$ cat src/rtl/c3aibadapt_dprio_pkg.sv
// Shared types and address helpers for the TX DPRIO configuration bank.
// Holds the commit FSM state type, STAT bit positions and CTRL/STAT offsets.
package c3aibadapt_dprio_pkg;

   typedef enum logic {
      IDLE = 1'b0,
      SCAN = 1'b1
   } dprio_state_e;

   localparam int STAT_BUSY_BIT = 0;
   localparam int STAT_ERR_BIT  = 1;

   function automatic int ctrl_off(input int nch, input int nreg);
      return nch * nreg;
   endfunction

   function automatic int stat_off(input int nch, input int nreg);
      return nch * nreg + 1;
   endfunction

endpackage

$ cat src/rtl/c3aibadapt_dprio_chbank.sv
// One channel of shadow and active configuration bytes.
// Ports: clk/rst_n, byte write port (wr_en/wr_idx/wr_data), commit copy strobe, flattened outputs.
module c3aibadapt_dprio_chbank
   import c3aibadapt_dprio_pkg::*;
#(
   parameter int NREG = 8,
   parameter int RW   = (NREG > 1) ? $clog2(NREG) : 1
) (
   input  logic              clk,
   input  logic              rst_n,
   input  logic              wr_en,
   input  logic [RW-1:0]     wr_idx,
   input  logic [7:0]        wr_data,
   input  logic              commit,
   output logic [NREG*8-1:0] shadow_out,
   output logic [NREG*8-1:0] active_out
);

   logic [7:0] shadow_q [NREG];
   logic [7:0] shadow_d [NREG];
   logic [7:0] active_q [NREG];
   logic [7:0] active_d [NREG];

   always_comb begin
      for (int r = 0; r < NREG; r++) begin
         shadow_d[r] = shadow_q[r];
         active_d[r] = active_q[r];
         if (wr_en && (wr_idx == RW'(r))) shadow_d[r] = wr_data;
         // copy takes the pre-edge shadow value
         if (commit) active_d[r] = shadow_q[r];
      end
   end

   always_ff @(posedge clk) begin
      if (!rst_n) begin
         for (int r = 0; r < NREG; r++) begin
            shadow_q[r] <= 8'h00;
            active_q[r] <= 8'h00;
         end
      end else begin
         for (int r = 0; r < NREG; r++) begin
            shadow_q[r] <= shadow_d[r];
            active_q[r] <= active_d[r];
         end
      end
   end

   always_comb begin
      for (int r = 0; r < NREG; r++) begin
         shadow_out[r*8 +: 8] = shadow_q[r];
         active_out[r*8 +: 8] = active_q[r];
      end
   end

endmodule

$ cat src/rtl/c3aibadapt_tx_dprio_bank.sv
// AVMM-programmed TX configuration bank with shadow/active bytes and masked commit.
// Ports: avmm_* slave bus, tx_cfg_out active config, tx_cfg_update per-channel pulse, commit_busy.
module c3aibadapt_tx_dprio_bank
   import c3aibadapt_dprio_pkg::*;
#(
   parameter int NUM_CH = 4,
   parameter int NREG   = 8,
   parameter int ADDR_W = 8
) (
   input  logic                     avmm_clk,
   input  logic                     avmm_rst_n,
   input  logic                     avmm_write,
   input  logic                     avmm_read,
   input  logic [ADDR_W-1:0]        avmm_address,
   input  logic [7:0]               avmm_writedata,
   output logic [7:0]               avmm_readdata,
   output logic                     avmm_readdatavalid,
   output logic                     avmm_waitrequest,
   output logic [NUM_CH*NREG*8-1:0] tx_cfg_out,
   output logic [NUM_CH-1:0]        tx_cfg_update,
   output logic                     commit_busy
);

   localparam int RW = (NREG > 1) ? $clog2(NREG) : 1;
   localparam int CW = (NUM_CH > 1) ? $clog2(NUM_CH) : 1;
   localparam logic [ADDR_W-1:0] CTRL_A = ADDR_W'(ctrl_off(NUM_CH, NREG));
   localparam logic [ADDR_W-1:0] STAT_A = ADDR_W'(stat_off(NUM_CH, NREG));
   localparam logic [CW-1:0]     LAST_I = CW'(NUM_CH - 1);

   dprio_state_e      state_q, state_d;
   logic [CW-1:0]     idx_q, idx_d;
   logic [NUM_CH-1:0] mask_q, mask_d;
   logic [NUM_CH-1:0] upd_q, upd_d;
   logic              rdv_q, rdv_d;
   logic [7:0]        rdata_q, rdata_d;
   logic              err_q, err_d;

   logic [NREG*8-1:0] sh_w  [NUM_CH];
   logic [NREG*8-1:0] act_w [NUM_CH];
   logic [NUM_CH-1:0] wr_ch;
   logic [NUM_CH-1:0] cm;
   logic [NUM_CH-1:0] wr_mask;
   logic [ADDR_W-1:0] ch_sel;
   logic [RW-1:0]     reg_idx;
   logic              busy, acc, acc_wr, acc_rd, is_sh;
   logic [7:0]        rd_sh, stat_v;

   assign busy    = (state_q == SCAN);
   assign acc     = !busy;
   assign acc_wr  = acc && avmm_write;
   // a read alongside a write is dropped
   assign acc_rd  = acc && avmm_read && !avmm_write;
   assign is_sh   = (avmm_address < CTRL_A);
   assign ch_sel  = avmm_address >> RW;
   assign reg_idx = avmm_address[RW-1:0];
   assign wr_mask = avmm_writedata[NUM_CH-1:0];

   always_comb begin
      rd_sh = 8'h00;
      wr_ch = '0;
      cm    = '0;
      for (int c = 0; c < NUM_CH; c++) begin
         if (ch_sel == ADDR_W'(c)) begin
            rd_sh    = sh_w[c][{reg_idx, 3'b000} +: 8];
            wr_ch[c] = acc_wr && is_sh;
         end
         if (busy && (idx_q == CW'(c)) && mask_q[c]) cm[c] = 1'b1;
      end
   end

   always_comb begin
      stat_v = 8'h00;
      stat_v[STAT_ERR_BIT]  = err_q;
      stat_v[STAT_BUSY_BIT] = busy;
   end

   always_comb begin
      state_d = state_q;
      idx_d   = idx_q;
      mask_d  = mask_q;
      upd_d   = cm;
      rdv_d   = 1'b0;
      rdata_d = 8'h00;
      err_d   = err_q;
      unique case (state_q)
         IDLE: begin
            if (acc_wr && (avmm_address == CTRL_A) && (wr_mask != '0)) begin
               state_d = SCAN;
               idx_d   = '0;
               mask_d  = wr_mask;
            end
         end
         SCAN: begin
            if (idx_q == LAST_I) state_d = IDLE;
            else idx_d = idx_q + CW'(1);
         end
         default: ;
      endcase
      if (acc_rd) begin
         rdv_d = 1'b1;
         if (is_sh) rdata_d = rd_sh;
         else if (avmm_address == STAT_A) rdata_d = stat_v;
      end
      if (acc_wr && (avmm_address == STAT_A) && avmm_writedata[STAT_ERR_BIT])
         err_d = 1'b0;
      // set has priority over the clear above
      if ((acc && avmm_write && avmm_read) ||
          (acc && (avmm_write || avmm_read) && (avmm_address > STAT_A)))
         err_d = 1'b1;
   end

   always_ff @(posedge avmm_clk) begin
      if (!avmm_rst_n) begin
         state_q <= IDLE;
         idx_q   <= '0;
         mask_q  <= '0;
         upd_q   <= '0;
         rdv_q   <= 1'b0;
         rdata_q <= 8'h00;
         err_q   <= 1'b0;
      end else begin
         state_q <= state_d;
         idx_q   <= idx_d;
         mask_q  <= mask_d;
         upd_q   <= upd_d;
         rdv_q   <= rdv_d;
         rdata_q <= rdata_d;
         err_q   <= err_d;
      end
   end

   for (genvar c = 0; c < NUM_CH; c++) begin : g_ch
      c3aibadapt_dprio_chbank #(
         .NREG(NREG),
         .RW  (RW)
      ) u_chbank (
         .clk       (avmm_clk),
         .rst_n     (avmm_rst_n),
         .wr_en     (wr_ch[c]),
         .wr_idx    (reg_idx),
         .wr_data   (avmm_writedata),
         .commit    (cm[c]),
         .shadow_out(sh_w[c]),
         .active_out(act_w[c])
      );
      assign tx_cfg_out[c*NREG*8 +: NREG*8] = act_w[c];
   end

   assign avmm_readdata      = rdata_q;
   assign avmm_readdatavalid = rdv_q;
   assign avmm_waitrequest   = busy;
   assign commit_busy        = busy;
   assign tx_cfg_update      = upd_q;

endmodule

$ cat config.mk
export PLATFORM = sky130hd
export DESIGN_NAME = c3aibadapt_tx_dprio_bank
export DESIGN_NICKNAME = d
export VERILOG_FILES = /design/src/rtl/c3aibadapt_dprio_pkg.sv /design/src/rtl/c3aibadapt_dprio_chbank.sv /design/src/rtl/c3aibadapt_tx_dprio_bank.sv
export SDC_FILE = /design/constraint.sdc
export NUM_CORES = 1
export LEC_CHECK = 0
export CORE_MARGIN = 3
export CORE_UTILIZATION = 55
export CTS_CLUSTER_SIZE = 16
export DETAILED_ROUTE_END_ITERATION = 8
export MAX_ROUTING_LAYER = met4
export PLACE_DENSITY_LB_ADDON = 0.15
export SYNTH_ARGS = -nofsm -noshare
export SYNTH_HDL_FRONTEND = slang
export SYNTH_SLANG_ARGS = --single-unit
$ cat constraint.sdc
create_clock -name avmm_clk -period 3.3 [get_ports avmm_clk]
set_input_delay 0.99 -clock avmm_clk [delete_from_list [all_inputs] [get_ports avmm_clk]]
set_output_delay 0.99 -clock avmm_clk [all_outputs]
set_load 0.01 [all_outputs]
Word-level counts from Yosys, hierarchy flattened
Memory sizes are Yosys's and may differ from the RTL's. Index checks and enable logic that the tools add are counted. Widths: inputs -> output; s select.

Bits in registers: 21. RAM bits: 512. Input bits: 20. Output and inout bits: 271. Word-level logic and storage cells: 320. Memories: 8.

Memory list: g_ch[0].u_chbank.active_q (depth 8, width 8, rd ports 8, clocked after memory_dff 0, wr ports 8, RTL line c3aibadapt_dprio_chbank.sv:21) `logic [7:0] active_q [NREG];`; g_ch[0].u_chbank.shadow_q (depth 8, width 8, rd ports 8, clocked after memory_dff 0, wr ports 8, RTL line c3aibadapt_dprio_chbank.sv:19) `logic [7:0] shadow_q [NREG];`; g_ch[1].u_chbank.active_q (depth 8, width 8, rd ports 8, clocked after memory_dff 0, wr ports 8, RTL line c3aibadapt_dprio_chbank.sv:21); g_ch[1].u_chbank.shadow_q (depth 8, width 8, rd ports 8, clocked after memory_dff 0, wr ports 8, RTL line c3aibadapt_dprio_chbank.sv:19); g_ch[2].u_chbank.active_q (depth 8, width 8, rd ports 8, clocked after memory_dff 0, wr ports 8, RTL line c3aibadapt_dprio_chbank.sv:21); g_ch[2].u_chbank.shadow_q (depth 8, width 8, rd ports 8, clocked after memory_dff 0, wr ports 8, RTL line c3aibadapt_dprio_chbank.sv:19); +2 memories.

Add/sub/neg operators: 1. Magnitude comparators: 2. Equality and inequality tests: 17. Shift-type cells: 4. Mux-type cells: 153. Bitwise logic cells: 65. Reductions and logical operators: 63.

Operators by type and width (count): $mux 8 (133); $shiftx 64x7->8 (4); $or 1x1->1 (64); $logic_and 1x1->1 (51); $eq 8x6->1 const B (2); $mux 1 (15); $eq 3x3->1 const B (4); $eq 5x2->1 const B (2); $gt 8x6->1 const B (1); $logic_not 8->1 (1); $lt 8x6->1 const B (1); $eq 3x2->1 const B (2); $mux 2 (3); $reduce_and 2->1 (3); $eq 5x1->1 const B (1); $eq 2x2->1 const B (2); $ne 2x2->1 const B (2); $pmux 2 s2 (1); $reduce_bool 4->1 (1); $eq 3x1->1 const B (1); $logic_not 3->1 (1); $add 2x1->2 const B (1); $eq 2x1->1 const B (1); $logic_not 1->1 (2); other kinds (5) (6).

Longest topological paths before layout
Gate-level depths: netlist of the first run.

Depth in word-level cells: 7. Depth in mapped cells: 8.

Hierarchy
Synthesis of the first run repeated with hierarchy kept, for this count alone.

Cell total of the unflattened synthesis: 1968. Area, all modules: 22105.0 um2.

Modules (own cells, without submodules): c3aibadapt_dprio_chbank (g_ch[1].u_chbank ...) (instances 3, cells an instance 429, area an instance 4793.3 um2, seq. area each 2562.5 um2); c3aibadapt_dprio_chbank (g_ch[0].u_chbank) (instances 1, cells an instance 429, area an instance 4734.5 um2, seq. area each 2562.5 um2); c3aibadapt_tx_dprio_bank (instances 1, cells an instance 252, area an instance 2990.4 um2, seq. area each 420.4 um2).

Worst setup path before layout of the first run
No wires, ideal clock.

Kind: input-to-reg. Start: input avmm_address[2]. End: register idx_q[0]. Library setup time: 0.115 ns. Data arrival time: 2.538 ns. Path slack: 0.647 ns. Cell stages on the path: 7. Buffers on the path: 2. Cells stage by stage: buf_2 or3b_1 buf_6 nor4_4 o41ai_2 and3_1 o21a_1.

Word-level cells in the longest chain between the ends: 5.

RTL lines: start: declaration (RTL line c3aibadapt_tx_dprio_bank.sv:14) `input logic [ADDR_W-1:0] avmm_address,`; $eq 8x6->1 (RTL line c3aibadapt_tx_dprio_bank.sv:87) `if (acc_wr && (avmm_address == CTRL_A) && (wr_mask != '0)) begin`; $logic_and 1x1->1 (2 in series) (RTL line c3aibadapt_tx_dprio_bank.sv:87); $ne 2x2->1 (no line); $reduce_and 2->1 (no line); end signal: assignment (RTL line c3aibadapt_tx_dprio_bank.sv:123) `idx_q <= idx_d;`; end: declaration (RTL line c3aibadapt_tx_dprio_bank.sv:31) `logic [CW-1:0] idx_q, idx_d;`.

Every way passes these cells. A chain may end at the register's enable or synchronous reset.

Worst setup path after layout of the first run
Start: register state_q, in the netlist avmm_waitrequest. End: output avmm_waitrequest.

RTL lines: start: declaration (RTL line c3aibadapt_tx_dprio_bank.sv:30) `dprio_state_e state_q, state_d;`; start signal: assignment (RTL line c3aibadapt_tx_dprio_bank.sv:122) `state_q <= state_d;`; end: declaration (RTL line c3aibadapt_tx_dprio_bank.sv:18) `output logic avmm_waitrequest,`.

No word-level cell between the ends.

==> results of run 1 <==
## report_power, final
part           total [mW]  switching (mW)  internal [mW]
clock network        6.12            2.45           3.67
registers            6.44         0.00570           6.44
logic               0.518           0.311          0.207
total                13.1            2.77           10.3
## layer usage
metal,GRT usage,vias up,part of all wire
met4,0.1112,0,0.032
met1,0.4271,8790,0.42
met5,-,-,0
met3,0.05269,157,0.086
li1,-,8622,-
met2,0.4818,889,0.46
## stage by stage
| step | std cells | setup WS [ps] |
|---|---|---|
| 6_report | 3200 | 219.4 |
| 5_1_grt | 3200 | 155.7 |
| 4_1_cts | 3197 | 199.9 |
| 3_5_place_dp | 3112 | 43.86 |
| 3_3_place_gp | 3112 | 142.6 |
| 2_1_floorplan | 2415 | 647.0 |
## state kept, by name, indices dropped and copies added (netlist names)
register,count
g_ch.u_chbank.shadow_q,256
avmm_readdata,8
avmm_readdatavalid,1
tx_cfg_update,4
g_ch.u_chbank.active_q,256
err_q,1
avmm_waitrequest,1
idx_q,2
mask_q,4
## worst paths after layout
kind | endpoint | slack (ps) | cells after the start
hold reg to reg | g_ch[2].u_chbank.active_q[0][51] | 460 | 2
setup / recovery | avmm_waitrequest | 220 | 1
hold / removal | g_ch[2].u_chbank.active_q[0][51] | 460 | 2
setup reg to reg | g_ch[2].u_chbank.active_q[0][20] | 880 | 4
## area by class of cell
class | instances | area share
Tap cell | 518 | 0.02346
Clock buffer | 74 | 0.05558
Antenna cell | 3 | 0.0002718
Timing Repair Buffer | 377 | 0.1363
Sequential cell | 533 | 0.3863
Clock inverter | 11 | 0.007610
Multi-Input combinational cell | 1681 | 0.3901
Inverter | 3 | 0.0004077
## cells in the final DEF, fill, tap and decap left out, types with 13 or more instances in the layout
| cell type | instances |
|---|---|
| nand2_1 | 683 |
| a21boi_0 | 405 |
| mux4_2 | 57 |
| mux2i_1 | 148 |
| dfxtp_1 | 533 |
| nor2b_1 | 121 |
| buf_12 | 17 |
| clkbuf_16 | 53 |
| clkbuf_8 | 13 |
| clkdlybuf4s50_1 | 286 |
| buf_4 | 72 |
| nand3_1 | 148 |
| nor2_1 | 19 |
## synthesized netlist by cell type (4+ instances only)
cell type | n | share of area
nor2b_1 | 121 | 0.034
buf_1 | 24 | 0.0041
a21boi_0 | 405 | 0.14
ha_1 | 4 | 0.0023
a22oi_1 | 4 | 0.0014
and2_1 | 4 | 0.0011
buf_2 | 34 | 0.0077
nor2_2 | 9 | 0.0025
o22ai_1 | 12 | 0.0034
dfxtp_1 | 533 | 0.48
nand3_1 | 152 | 0.034
nor3_4 | 6 | 0.0044
nand2b_1 | 4 | 0.0011
a21oi_1 | 4 | 0.00090
nand3b_1 | 4 | 0.0014
mux4_2 | 57 | 0.058
clkbuf_1 | 137 | 0.023
a211oi_1 | 4 | 0.0014
nand2_1 | 683 | 0.12
and3_1 | 7 | 0.0020
nor2_1 | 20 | 0.0034
mux2i_1 | 148 | 0.067
## cell families after synthesis
family | count (synthesis) | synth area share
AO/OA/AOI/OAI | 439 | 0.1480
adder cells (fa/ha/maj) | 4 | 0.002253
buffers and inverters | 201 | 0.03655
flip-flops | 533 | 0.4803
multiplexers | 208 | 0.1260
AND/OR/NAND/NOR | 1030 | 0.2070
==> impl_metrics.env, run 1 <==
export IMPL_peakVddDrop_mv=0.3773
export IMPL_power_density_nw_per_um2=473.7
export IMPL_maxCapViolations=0
export IMPL_hp_class="flop to flop"
export IMPL_seqCellArea_um2=10670
export IMPL_htreeDepth=2
export IMPL_worst_ep_arrival_time_ps=2090
export IMPL_viasPerCell=5.768
export IMPL_end_kind="output port"
export IMPL_cts_root_buf="clkbuf_16"
export IMPL_critical_path_cell_chain="clkdlybuf4s50_1"
export IMPL_syn_cell_area_um2=22220
export IMPL_p_leak_nw=8.864
export IMPL_multiInputGateArea_um2=10780
export IMPL_min_delay_start="g_ch[2].u_chbank.active_q[0][51]"
export IMPL_routed_wl_um=66320
export IMPL_syn_inst=2415
export IMPL_fmaxAchievable_mhz=324.6
export IMPL_clkLatencyLatePin_ps=590
export IMPL_n_fill_cell=3028
export IMPL_path_clk_slew_ps=60
export IMPL_drc=0
export IMPL_fp_dieW_um=207.0
export IMPL_ys_flop_type="dfxtp_1"
export IMPL_stdcell_area_um2=27620
export IMPL_yosysWarnings=0
export IMPL_synth_cell_types=47
export IMPL_fp_dieH_um=207.0
export IMPL_cpPeakStageDelay_ps=820
export IMPL_clkSinkCount=533
export IMPL_whs_ps=461.6
export IMPL_antenna_found_initial=3
export IMPL_wire_per_inst_um=20.72
export IMPL_drt_iter0_drc=1743
export IMPL_numCtsBuffers=52
export IMPL_track_usage=0.3154
export IMPL_yosys_register_bits=533
export IMPL_syn_nets=2439
export IMPL_synth_async_sr_flop_share=0
export IMPL_setup_viol=0
export IMPL_crit_start="avmm_waitrequest"
export IMPL_die_area_um2=42840
export IMPL_port_buffers=290
export IMPL_drv_slew=0
export IMPL_clockBufferDepth=3
export IMPL_cp_data_required_time_ps=2310
export IMPL_syn2layout_area_growth_pct=24.33
export IMPL_coreArea_um2=39280
export IMPL_post_dp_hpwl_um=45500
export IMPL_fin_setup_tns_ps=0
export IMPL_crit_fanout=19
export IMPL_slowest_stage="dfxtp_1"
export IMPL_rsz0062_at_grt="false"
export IMPL_cp_top_family="flip-flops"
export IMPL_rows=72
export IMPL_grt_remaining_overflow=0
export IMPL_critPathLaunchType="flop"
export IMPL_status="finished clean"
export IMPL_seq_area_frac_synth=0.4803
export IMPL_reg2reg_from="avmm_waitrequest"
export IMPL_utilization=0.7033
export IMPL_drive_above_1_share=0.09780
export IMPL_placedInstanceArea_um2=25870
export IMPL_vias=18460
export IMPL_grt_pass1_wl_um=102700
export IMPL_period_needed_ps=3081
export IMPL_cts_resized=0
export IMPL_start_util=0.5657
export IMPL_ant_nets=0
export IMPL_grt_start_max_net_pins=176
export IMPL_io_pins=291
export IMPL_p_total_mw=13.08
export IMPL_cts_setup_buffers=0
export IMPL_place_congestion=0.8991
export IMPL_synth_edf_count=0
export IMPL_path_buf_inv=1
export IMPL_slew_headroom=0.4864
export IMPL_cts_hold_buf=0
export IMPL_grt_pass1_vias=17680
export IMPL_worst_slew_pin_slew_ps=769.4
export IMPL_period_share=0.9335
export IMPL_worstSetupPathType="flop to output port"
export IMPL_nets=2672
export IMPL_drt_pre_antenna_iters=7
export IMPL_hold_viol=0
export IMPL_syn_area_per_cell_um2=9.200
export IMPL_clock_skew_ps=9.483
export IMPL_cts_tree="done"
Note: power is estimated with default switching activity, not from simulation.
==> inputs of run 2 (changes only) <==
--- a/config.mk
+++ b/config.mk
@@ -6,9 +6,10 @@
 export NUM_CORES = 1
 export LEC_CHECK = 0
 export CORE_MARGIN = 3
-export CORE_UTILIZATION = 55
+export CORE_UTILIZATION = 60
 export CTS_CLUSTER_SIZE = 16
 export DETAILED_ROUTE_END_ITERATION = 8
+export DONT_BUFFER_PORTS = 1
 export MAX_ROUTING_LAYER = met4
 export PLACE_DENSITY_LB_ADDON = 0.15
 export SYNTH_ARGS = -nofsm -noshare
==> run 2 against run 1 <==
  * Design area down 12%
  * Non-clock buffer count down 342
  * Wire length down 6.2%
  * Flip-flop and latch count unchanged
  * First-iteration DRC count up 1.1%
  * Total power down 1.1%
  * Critical endpoint is now commit_busy
  * Largest cell class unchanged
==> impl_metrics.env, run 2 (same netlist as run 1, synthesis figures left out) <==
export IMPL_status="finished clean"
export IMPL_wire_per_inst_um=22.12
export IMPL_stdcell_area_um2=24170
export IMPL_setup_worst_path_end="commit_busy"
export IMPL_routed_wl_um=62210
export IMPL_worst_slew_pin_slew_ps=1086
export IMPL_power_frac_clock=0.485
export IMPL_grt_pass1_wl_um=95520
export IMPL_fp_dieW_um=198.4
export IMPL_internal_power_mw=10.34
export IMPL_n_antenna_cell=0
export IMPL_p_leak_nw=7.621
export IMPL_fin_setup_tns_ps=0
export IMPL_r2r_slack_ps=890
export IMPL_power_frac_comb=0.017
export IMPL_cp_data_required_time_ps=2310
export IMPL_grt_pass1_vias=16120
export IMPL_crit_fanout=15
export IMPL_critPathLaunchType="flop"
export IMPL_rsz0062_at_grt="false"
export IMPL_clkSinkCount=533
export IMPL_layout_cells_non_filler=2812
export IMPL_period_share=0.8076
export IMPL_start_util=0.6171
export IMPL_clkLatencyLatePin_ps=590
export IMPL_die_area_um2=39370
export IMPL_viasPerCell=6.060
export IMPL_port_buffers=0
export IMPL_dp_cells=2713
export IMPL_utilization=0.6714
export IMPL_worstSetupPathType="flop to output port"
export IMPL_slew_headroom=0.2758
export IMPL_grt_start_max_net_pins=526
export IMPL_drv_slew=0
export IMPL_switching_share=0.2015
export IMPL_peakVddDrop_mv=0.3939
export IMPL_slowest_stage="dfxtp_1"
export IMPL_maxCapViolations=0
export IMPL_r2r_end="g_ch[0].u_chbank.shadow_q[0][20]"
export IMPL_reg2reg_from="avmm_waitrequest"
export IMPL_ant_nets=0
export IMPL_drc=0
export IMPL_place_congestion=0.8707
export IMPL_worst_ep_arrival_time_ps=1670
export IMPL_setup_viol=0
export IMPL_cp_top_family="flip-flops"
export IMPL_place_ws_ps=517.8
export IMPL_io_pins=291
export IMPL_nets=2331
export IMPL_path_depth=1
export IMPL_p_total_mw=12.95
export IMPL_cts_root_buf="clkbuf_16"
export IMPL_htreeDepth=2
export IMPL_syn2layout_area_growth_pct=8.796
export IMPL_whs_ps=487.0
export IMPL_drt_iter0_drc=1763
export IMPL_clockBufferDepth=3
export IMPL_drive_above_1_share=0.09315
export IMPL_fp_dieH_um=198.4
export IMPL_rr_worst_depth=6
export IMPL_crit_start="avmm_waitrequest"
export IMPL_end_kind="output port"
export IMPL_hp_class="flop to flop"
export IMPL_vias=17040
export IMPL_path_buf_inv=1
export IMPL_power_frac_seq=0.498
export IMPL_whs_path_depth=2
export IMPL_p_sw_mw=2.609
export IMPL_clock_skew_ps=12.31
export IMPL_rows=69
export IMPL_track_usage=0.3182
export IMPL_antenna_found_initial=0
export IMPL_post_dp_hpwl_um=40540
export IMPL_layout_commonest_cell="nand2_1"
export IMPL_fmaxAchievable_mhz=375.2
export IMPL_drt_pre_antenna_iters=5
export IMPL_cts_resized=0
export IMPL_hold_viol=0
export IMPL_placedInstanceArea_um2=22340
export IMPL_path_clk_slew_ps=60
export IMPL_critical_path_cell_chain="buf_4"
export IMPL_numCtsBuffers=53
export IMPL_cts_setup_buffers=0
export IMPL_final_setup_worst_slack_ps=635.1
export IMPL_period_needed_ps=2665
export IMPL_cts_hold_buf=0
export IMPL_grt_remaining_overflow=0
export IMPL_coreArea_um2=36000
export IMPL_power_density_nw_per_um2=535.6
export IMPL_most_common_layout_cells="nand2_1 (683), dfxtp_1 (533), a21boi_0 (405), nand3_1 (148), mux2i_1 (148)"
export IMPL_cpPeakStageDelay_ps=770
export IMPL_cts_tree="done"
[run 2: metal layers]
| metal | vias up | track usage | share of wire |
|---|---|---|---|
| li1 | 7940 | - | - |
| met1 | 8248 | 0.4292 | 0.43 |
| met2 | 731 | 0.4893 | 0.46 |
| met3 | 123 | 0.06114 | 0.085 |
| met4 | 0 | 0.1007 | 0.029 |
| met5 | - | - | 0 |
[run 2: final cells by class]
cell class | instances | area (um^2)
inverter | 3 | 11.26
sequential | 533 | 10670
timing repair buffer | 35 | 300.3
fill | 2923 | 11830
clock inverter | 21 | 234.0
tap | 461 | 576.8
clock buffer | 78 | 1603
multi-input combinational | 1681 | 10780
[run 2: worst min-delay path by stage]
| stage | slack, ps | endpoint | startpoint |
|---|---|---|---|
| floorplan | 450 | g_ch[2].u_chbank.active_q[0][44] | g_ch[2].u_chbank.shadow_q[0][44] |
| global placement | 460 | g_ch[3].u_chbank.active_q[0][47] | g_ch[3].u_chbank.shadow_q[0][47] |
| detailed placement | 470 | g_ch[0].u_chbank.shadow_q[1][23] | g_ch[0].u_chbank.shadow_q[1][23] |
| CTS | 480 | g_ch[3].u_chbank.shadow_q[0][47] | g_ch[3].u_chbank.shadow_q[0][47] |
| global route | 500 | g_ch[1].u_chbank.active_q[1][3] | g_ch[1].u_chbank.shadow_q[1][3] |
| finish | 490 | g_ch[3].u_chbank.shadow_q[0][22] | g_ch[3].u_chbank.shadow_q[0][22] |
[run 2: power groups by stage]
stage               Sequential [mW]  Clock (mW)  Combinational [mW]
floorplan                      6.58           0               0.329
global placement               6.59           0               0.208
detailed placement             6.59           0               0.209
CTS                            6.44        6.34               0.209
global route                   6.44        6.60               0.218
finish                         6.44        6.28               0.220
==> inputs of run 3 (changes only) <==
==> constraint.sdc (replaced) <==
create_clock -name avmm_clk -period 2.77 [get_ports avmm_clk]
set_input_delay 0.831 -clock avmm_clk [delete_from_list [all_inputs] [get_ports avmm_clk]]
set_output_delay 0.831 -clock avmm_clk [all_outputs]
set_load 0.01 [all_outputs]
==> run 3 against run 2 <==
  * Combinational power up 20%
  * First-iteration DRC count down 15%
  * Via count up 0.27%
  * Clock skew up 8.1 ps
  * Final cell count up 0.53%
  * Register-to-register slack worse by 520 ps
  * Utilization up 0.40 points
  * Global-route usage up 0.12 points
  * Largest power group unchanged
  * Setup slack worse by 450 ps
==> impl_metrics.env, run 3 (same netlist as run 1, synthesis figures left out) <==
export IMPL_drt_iter0_drc=1506
export IMPL_cts_setup_buffers=0
export IMPL_drive_above_1_share=0.09852
export IMPL_layout_commonest_cell="nand2_1"
export IMPL_clock_skew_ps=20.37
export IMPL_track_usage=0.3194
export IMPL_switching_share=0.2045
export IMPL_nets=2350
export IMPL_slew_headroom=0.3713
export IMPL_power_frac_clock=0.472
export IMPL_start_util=0.6171
export IMPL_final_setup_worst_slack_ps=182.0
export IMPL_critical_path_cell_chain="buf_4"
export IMPL_htreeDepth=2
export IMPL_setup_viol=0
export IMPL_power_frac_comb=0.018
export IMPL_internal_power_mw=11.97
export IMPL_status="finished clean"
export IMPL_place_ws_ps=123.0
export IMPL_io_pins=291
export IMPL_worst_ep_arrival_time_ps=1760
export IMPL_antenna_found_initial=1
export IMPL_worstSetupPathType="flop to output port"
export IMPL_hp_class="input port to flop"
export IMPL_vias=17090
export IMPL_slowest_stage="dfxtp_1"
export IMPL_hold_viol=0
export IMPL_fmaxAchievable_mhz=386.4
export IMPL_cts_resized=0
export IMPL_crit_fanout=17
export IMPL_grt_remaining_overflow=0
export IMPL_end_kind="output port"
export IMPL_maxCapViolations=0
export IMPL_clkLatencyLatePin_ps=600
export IMPL_viasPerCell=6.045
export IMPL_die_area_um2=39370
export IMPL_cts_hold_buf=0
export IMPL_grt_pass1_wl_um=95400
export IMPL_rsz0062_at_grt="false"
export IMPL_numCtsBuffers=52
export IMPL_grt_start_max_net_pins=526
export IMPL_path_buf_inv=1
export IMPL_p_leak_nw=7.699
export IMPL_fin_setup_tns_ps=0
export IMPL_coreArea_um2=36000
export IMPL_drt_pre_antenna_iters=7
export IMPL_power_frac_seq=0.510
export IMPL_n_fill_cell=2847
export IMPL_ant_nets=0
export IMPL_cp_data_required_time_ps=1940
export IMPL_period_needed_ps=2588
export IMPL_wire_per_inst_um=22.25
export IMPL_p_sw_mw=3.079
export IMPL_drv_slew=0
export IMPL_fp_dieW_um=198.4
export IMPL_port_buffers=0
export IMPL_peakVddDrop_mv=0.5372
export IMPL_path_clk_slew_ps=70
export IMPL_post_dp_hpwl_um=40730
export IMPL_drc=0
export IMPL_clockBufferDepth=3
export IMPL_cp_top_family="flip-flops"
export IMPL_critPathLaunchType="flop"
export IMPL_worst_slew_pin_slew_ps=943.1
export IMPL_cts_tree="done"
export IMPL_fp_dieH_um=198.4
export IMPL_syn2layout_area_growth_pct=9.439
export IMPL_period_share=0.9343
export IMPL_most_common_layout_cells="nand2_1 (683), dfxtp_1 (533), a21boi_0 (405), nand3_1 (148), mux2i_1 (148)"
export IMPL_power_density_nw_per_um2=619.1
export IMPL_cpPeakStageDelay_ps=860
export IMPL_routed_wl_um=62910
export IMPL_grt_pass1_vias=16070
export IMPL_cts_root_buf="clkbuf_16"
export IMPL_clkSinkCount=533
export IMPL_place_congestion=0.8914
export IMPL_rows=69
-- run 3: final cells by class --
cell class,instances,area (um^2),share of cell area
timing repair buffer,55,563.0,0.02316
tap,461,576.8,0.02372
clock inverter,18,175.2,0.007204
sequential,533,10670,0.4388
antenna,1,2.502,0.0001029
multi-input combinational,1681,10780,0.4432
inverter,3,11.26,0.0004631
clock buffer,75,1539,0.06329
-- run 3: final timing paths --
path / endpoint / slack, ps / from / cells past startpoint
hold / removal: avmm_readdatavalid / 350 / avmm_write / 1
setup / recovery: commit_busy / 180 / avmm_waitrequest / 1
hold reg to reg: g_ch[1].u_chbank.active_q[0][13] / 480 / g_ch[1].u_chbank.shadow_q[0][13] / 2
setup reg to reg: g_ch[1].u_chbank.active_q[1][28] / 370 / avmm_waitrequest / 4
-- run 3: power by group through the flow --
stage / clock network, mW / registers [mW] / logic, mW
floorplan: 0 / 7.84 / 0.392
finish: 7.11 / 7.68 / 0.264
CTS: 7.18 / 7.68 / 0.255
global placement: 0 / 7.85 / 0.252
global route: 7.49 / 7.67 / 0.266
detailed placement: 0 / 7.85 / 0.253
-- run 3: stage by stage --
stage / instance area (um^2) / cells / hold WS [ps] / power, mW / util
floorplan: 22220 / 2415 / 448.8 / 8.237 / -
global placement: 22600 / 2733 / 463.3 / 8.100 / 0.6277
detailed placement: 22600 / 2733 / 472.2 / 8.101 / 0.6277
CTS: 24310 / 2826 / 328.8 / 15.11 / 0.6753
global route: 24310 / 2827 / 354.4 / 15.43 / 0.6754
finish: 24310 / 2827 / 351.5 / 15.05 / 0.6754
-- run 3: metal layers --
layer  up-vias  GRT usage  share of wire
met4         0     0.1145          0.033
li1       7976          -              -
met1      8243     0.4209           0.41
met2       747     0.4783           0.46
met3       122    0.08486          0.099
met5         -          -              0
